[src/rtl/video_delay_if.sv]
// Sample bus for video_delay: requested tap, flush, sample in, and delayed
// sample / valid / fill status back out.
interface video_delay_if #(
  parameter int WIDTH     = 4,
  parameter int MAX_DELAY = 8
);
  localparam int TW = $clog2(MAX_DELAY + 1);

  logic [TW-1:0]    tap;
  logic             flush;
  logic [WIDTH-1:0] in;
  logic [WIDTH-1:0] out;
  logic             valid;
  logic [TW-1:0]    fill;

  modport master (output tap, flush, in, input out, valid, fill);
  modport slave  (input tap, flush, in, output out, valid, fill);
endinterface

[src/rtl/video_delay.sv]
// Runtime-tapped multi-bit delay line with fill tracking and synchronous flush.
// Optional build macro VIDEO_DELAY_FILL_EN: drive FILL_VALUE on out while not valid.
module video_delay #(
  parameter int               WIDTH      = 4,
  parameter int               MAX_DELAY  = 8,
  parameter logic [WIDTH-1:0] FILL_VALUE = {WIDTH{1'b0}}
) (
  input  logic         clk,
  input  logic         rst,
  video_delay_if.slave bus
);
  localparam int TW = $clog2(MAX_DELAY + 1);

`ifdef VIDEO_DELAY_FILL_EN
  localparam bit FILL_EN = 1'b1;
`else
  localparam bit FILL_EN = 1'b0;
`endif

  logic [WIDTH-1:0] s [1:MAX_DELAY];
  logic [TW-1:0]    fill_q;
  logic [TW-1:0]    tap_eff;
  logic [WIDTH-1:0] raw;
  logic             valid_c;

  // Out-of-range taps clamp to the deepest stage rather than wrapping.
  assign tap_eff = (bus.tap > TW'(MAX_DELAY)) ? TW'(MAX_DELAY) : bus.tap;

  always_ff @(posedge clk) begin
    if (!rst || bus.flush) begin
      for (int k = 1; k <= MAX_DELAY; k++) s[k] <= '0;
      fill_q <= '0;
    end else begin
      s[1] <= bus.in;
      for (int k = 2; k <= MAX_DELAY; k++) s[k] <= s[k-1];
      if (fill_q != TW'(MAX_DELAY)) fill_q <= fill_q + 1'b1;
    end
  end

  always_comb begin
    raw = bus.in;
    for (int k = 1; k <= MAX_DELAY; k++) begin
      if (tap_eff == TW'(k)) raw = s[k];
    end
  end

  assign valid_c   = (tap_eff == '0) || (fill_q >= tap_eff);
  assign bus.valid = valid_c;
  assign bus.fill  = fill_q;
  assign bus.out   = (FILL_EN && !valid_c) ? FILL_VALUE : raw;
endmodule

[src/flat_wrapper.sv]
// flat-port wrapper written by rule: the top's interface ports become plain ports
module video_delay_flat 
#(
  parameter int               WIDTH      = 4,
  parameter int               MAX_DELAY  = 8,
  parameter logic [WIDTH-1:0] FILL_VALUE = {WIDTH{1'b0}}
)
  (clk, rst, bus_tap, bus_flush, bus_in, bus_out, bus_valid, bus_fill);
  video_delay_if #(.WIDTH(WIDTH), .MAX_DELAY(MAX_DELAY)) bus_i ();
  input  logic clk;
  input  logic rst;
  input wire logic [$bits(bus_i.tap)-1:0] bus_tap;
  input wire logic [$bits(bus_i.flush)-1:0] bus_flush;
  input wire logic [$bits(bus_i.in)-1:0] bus_in;
  output wire logic [$bits(bus_i.out)-1:0] bus_out;
  output wire logic [$bits(bus_i.valid)-1:0] bus_valid;
  output wire logic [$bits(bus_i.fill)-1:0] bus_fill;
  assign bus_i.tap = bus_tap;
  assign bus_i.flush = bus_flush;
  assign bus_i.in = bus_in;
  assign bus_out = bus_i.out;
  assign bus_valid = bus_i.valid;
  assign bus_fill = bus_i.fill;
  video_delay #(.WIDTH(WIDTH), .MAX_DELAY(MAX_DELAY), .FILL_VALUE(FILL_VALUE)) u_core (.clk(clk), .rst(rst), .bus(bus_i));
endmodule
[config.mk]
export PLATFORM = sky130hd
export DESIGN_NAME = video_delay_flat
export DESIGN_NICKNAME = d
export VERILOG_FILES = /design/src/rtl/video_delay_if.sv /design/src/rtl/video_delay.sv /design/src/flat_wrapper.sv
export SDC_FILE = /design/constraint.sdc
export NUM_CORES = 1
export LEC_CHECK = 0
export CAP_MARGIN = 5
export CORE_MARGIN = 2
export CORE_UTILIZATION = 54
export CTS_CLUSTER_DIAMETER = 50
export DETAILED_ROUTE_END_ITERATION = 10
export PLACE_DENSITY = 0.86
export REMOVE_ABC_BUFFERS = 1
export SYNTH_ARGS = -nofsm -noshare
export SYNTH_HDL_FRONTEND = slang
export SYNTH_SLANG_ARGS = --single-unit
[constraint.sdc]
create_clock -name clk -period 2.4 [get_ports clk]
set_input_delay 0.36 -clock clk [delete_from_list [all_inputs] [get_ports clk]]
set_output_delay 0.36 -clock clk [all_outputs]
set_load 0.1 [all_outputs]
# ---- Yosys cells after proc, flatten, opt, wreduce, memory -nomap -nowiden
# Memories as Yosys holds them, arrays and structs flattened.
# Cells that the tools add are included.
dict set report word_totals {
  mem_count 1
  ram_bits 32
  input_bits 11
  regBits 4
  out_inout_bits 9
  elab_cells 46
}
# memory depth width rd rd_ports_with_merged_regs wr line_no
set mem_list {}
lappend mem_list {u_core.s 8 4 8 0 8 video_delay.sv:20} ;# logic [WIDTH-1:0] s [1:MAX_DELAY];
dict set report op_classes {
  reduce_logical 4
  bitwise 8
  n_lt_le_gt_ge 2
  eq_ne 9
  add_sub_neg 1
  muxes 20
}
# op n
set ops {}
lappend ops {{two-way mux 4 bit} 17}
lappend ops {{equality test 4 x 3 -> 1 bit (second input constant)} 4}
lappend ops {{equality test 4 x 2 -> 1 bit (second input constant)} 2}
lappend ops {{bitwise OR 1 bit} 8}
lappend ops {{adder 4 x 1 -> 4 bit (second input constant)} 1}
lappend ops {{equality test 4 x 1 -> 1 bit (second input constant)} 1}
lappend ops {{equality test 4 bit (second input constant)} 1}
lappend ops {{greater-or-equal comparator 4 bit} 1}
lappend ops {{> comparator 4 bit (second input constant)} 1}
lappend ops {{logical NOT 4 bit} 1}
lappend ops {{inequality test 4 bit (second input constant)} 1}
lappend ops {{two-way mux 1 bit} 3}
lappend ops {{logical OR 1 bit} 2}
lappend ops {{logical NOT 1 bit} 1}

# ---- Logic depth before layout (Yosys ltp)
dict set report logic_depth {
  depth_word 11
  depth_mapped 8
  ltp_nobuf 7
}

# ---- Worst setup path before layout
# OpenSTA, ideal clock, no wires.
dict set report synth_path {
  kind {input to output}
  startpoint {input port bus_tap[0]}
  endpoint {output port bus_out[2]}
  t_required_ns 2.040
  stages 6
  n_path_buf 2
  path_slack_ns -1.103
  arrival_time_ns 3.143
  cell_sequence {buf_2 > buf_2 > o211ai_1 > nand2_1 > o311ai_0 > o21ai_0}
}
dict set report synth_via {
  elab_chain_cells 11
  word_cells_on_any_way 18
  classes_between {order compare (1); eq/ne (8); mux (9)}
}
# element line_no
set synth_lines {}
lappend synth_lines {{from (decl)} flat_wrapper.sv:12} ;# input wire logic [$bits(bus_i.tap)-1:0] bus_tap;
lappend synth_lines {{> comparator 4 bit} video_delay.sv:27} ;# assign tap_eff = (bus.tap > TW'(MAX_DELAY)) ? TW'(MAX_DELAY) : bus.tap;
lappend synth_lines {{two-way mux 4 bit (*)} video_delay.sv:27}
lappend synth_lines {{equality test 4 x 1 -> 1 bit} video_delay.sv:43} ;# if (tap_eff == TW'(k)) raw = s[k];
lappend synth_lines {{two-way mux 4 bit (7 in series)} video_delay.sv:43}
lappend synth_lines {{two-way mux 4 bit (*)} video_delay.sv:43}
lappend synth_lines {{to (decl)} flat_wrapper.sv:15} ;# output wire logic [$bits(bus_i.out)-1:0] bus_out;
# Every way passes the cells marked *; elsewhere a longest branch is shown, timed or not.

# ---- Worst setup path after layout
dict set report layout_path {
  startpoint {register u_core.fill_q[0] (netlist: u_core.bus.fill[0])}
  endpoint {output port bus_valid}
}
dict set report layout_via {
  elab_chain_cells 2
}
# element line_no
set layout_lines {}
lappend layout_lines {{from (decl)} video_delay.sv:21} ;# logic [TW-1:0] fill_q;
lappend layout_lines {{from (signal assigned)} video_delay.sv:36} ;# if (fill_q != TW'(MAX_DELAY)) fill_q <= fill_q + 1'b1;
lappend layout_lines {{greater-or-equal comparator 4 bit} video_delay.sv:47} ;# assign valid_c = (tap_eff == '0) || (fill_q >= tap_eff);
lappend layout_lines {{logical OR 1 bit} video_delay.sv:47}
lappend layout_lines {{to (decl)} flat_wrapper.sv:16} ;# output wire logic [$bits(bus_i.valid)-1:0] bus_valid;
# No other way between the ends.

==> run metrics <==
status finished with violations; failing checks design-rule violations; pwr dens between 600 and 700 mW/mm^2; setup_tns 0 ps; Via density 5.65; required time worst endpoint between 2000 and 2500 ps; Post-route DRC 1; WL per Instance ~14 um; f_max 431 MHz; post-layout min period ~2300 ps; gpl congestion 0.807; Final ANT Viol Nets 0; pin count of the biggest net entering global routing 32; FF-to-FF setup slack roughly 1100 ps; WP data arrival 1960 ps; initial drt markers 42; Tcrit/Tclk final 0.966; Syn Area/Cell 9.63 um^2; hold path endpoint u_core.s[2][3]$_SDFF_PP0_; Worst Clk Skew between 5 and 6 ps; die span in x just under 60 um; initial core utilization 0.574; initial antenna violation count 0; grt total ovfl 0; Post-synth top cells dfxtp_1, and2_1, nand2_1, nor2_1, inv_1; reg2reg end u_core.bus.fill[2]$_SDFFE_PP0P_; Crit Path Category flip-flop to primary output; crit path launch type flip-flop; H-tree levels 2; Slew Limit Fails 0; vias in the first global route around 1.3k; Post-CTS Hold Fix Bufs 0; Rel. slew slack 0.709; first-pass GRT wire length 5.59 mm; hold depth 1; Ports 20; DRT Wirelength about 3.3 mm; post-synthesis sequential area ratio 0.448; root buf cell clkbuf_4; maxcap violations 0; input/output buffers 19; Ys Warns 0; routed vias 1294; layout cell share with drive strength beyond 1 0.232; post-synthesis cell area roughly 0.0016 mm^2; CTS tree done; Syn Inst Count 167; min-delay src u_core.s[1][15]$_SDFF_PP0_; critical path endpoint category primary output; Synth area leader dfxtp_1; n_diodes 0; Seq cells post-synth 36; Cells after DPL 219; Worst Hold Class flip-flop to flip-flop; DP HPWL about 2.3 mm; Synth top area share 0.448; final setup fails 0; Post-synth top flop dfxtp_1; async set-or-reset flop fraction in the synthesized netlist 0; final hold violations 0; Pleak between 0.8 and 0.9 nW; beginning of the worst register-to-register path u_core.bus.fill[0]$_SDFFE_PP0P_; maximum vdd drop between 400 and 500 uV; clk slew on worst S/H paths between 100 and 150 ps; fin cells between 200 and 250; R2R cell count 7; chip height slightly below 60 um; Area Overhead vs Synth 26.5%; overall routing resource usage 0.221; Final #Nets about 210; Worst-Skew Late Latency 340 ps; most frequent cell after synthesis dfxtp_1; Die Area between 0.003 and 0.004 mm^2; most area-consuming cells after synthesis dfxtp_1, and2_1, mux4_2; setup repair after global routing missed its margin yes; EDFF count, synth 0; CP max FO 3; TritonRoute pass-1 iters 7; Core Rows 19; Max clock buf depth 2; Synth cell types 40; Least-Margin Pin Slew between 400 and 500 ps; clk sink count 36; total CTS buffers 5; Placeable Area about 0.0028 mm^2
-- worst max-delay path by stage --
stage | endpoint | slack, ps | depth (start not counted) | from
finish | bus_valid | 80 | 7 | u_core.bus.fill[0]$_SDFFE_PP0P_
global route | bus_out[2] | -2 | 6 | bus_tap[0]
CTS | bus_valid | 8 | 9 | bus_tap[0]
detailed placement | bus_valid | -240 | 9 | bus_tap[0]
global placement | bus_valid | -200 | 9 | bus_tap[0]
floorplan | bus_out[2] | -740 | 4 | bus_tap[3]
-- through the flow --
step           area, um^2  total power, mW   util  setup slack, ps  hold WS, ps
6_report             2040             1.24  0.726             81.0          463
3_5_place_dp         1920            0.820  0.686             -240          439
2_1_floorplan        1560            0.725      -             -740          421
5_1_grt              2040             1.30  0.726            -1.65          484
3_3_place_gp         1920            0.815  0.686             -196          432
4_1_cts              2020             1.24  0.720             8.44          466
-- flip-flops by register name, summed over array words and instances, names as in the netlist --
register and flops:
u_core.s 32, u_core.bus.fill 4
-- worst max-delay path, cell delays in order (launching register included) --
cell	delay, ps
dfxtp_4	380
inv_4	50
ha_4	220
nand2b_4	130
a21o_1	150
a21o_1	160
a211o_1	340
buf_12	180
-- where the power goes --
group	internal (mW)	switching, mW	total, mW
clock network	0.217	0.211	0.428
logic	0.0860	0.121	0.207
registers	0.603	0.00436	0.607
total	0.906	0.337	1.24
-- layer usage --
| metal | share of wire | routed length (um) | track usage | vias up |
|---|---|---|---|---|
| li1 | - | - | - | 635 |
| met1 | 0.43 | 1420 | 0.253 | 610 |
| met2 | 0.50 | 1660 | 0.369 | 38 |
| met3 | 0.043 | 142 | 0.0637 | 11 |
| met4 | 0.031 | 104 | 0.123 | 0 |
| met5 | 0 | 0 | 0 | - |
-- timing repair --
item,in CTS,in global routing
setup buffers,0,2
pin swaps,1,4
cloned,0,0
endpoints found under the setup margin,5,3
gates resized for setup,8,8
-- final cells by class --
| cell class | instances | area, um^2 |
|---|---|---|
| timing repair buffer | 34 | 332 |
| sequential | 36 | 724 |
| tap | 31 | 38.8 |
| multi-input combinational | 113 | 832 |
| fill | 202 | 769 |
| clock buffer | 5 | 37.5 |
| clock inverter | 3 | 42.5 |
| inverter | 7 | 28.8 |
-- cell families (layout without fill, tap and decap cells) --
logic type	Yosys count	count (layout)	synth area share
and+or+nand+nor	68	68	0.234
DFF	36	36	0.448
buffers and inverters	18	49	0.0490
xor gates and xnor gates	3	3	0.0163
adders and majority gates	6	6	0.0467
AOI/OAI and AO/OA	27	27	0.114
muxes	9	9	0.0918
-- layout by cell type, fill, tap and decap left out, types with 3 or more instances in the layout --
cell type,n
inv_1,6
nand2_1,9
a21oi_1,4
buf_4,19
nand3_1,4
mux4_2,4
clkbuf_4,5
nor3_1,3
buf_12,5
o21ai_0,6
dfxtp_1,35
ha_1,5
and2_1,31
nor2_1,8
clkdlybuf4s50_1,6
nor2b_1,5
Note: power is estimated with default switching activity, not from simulation.
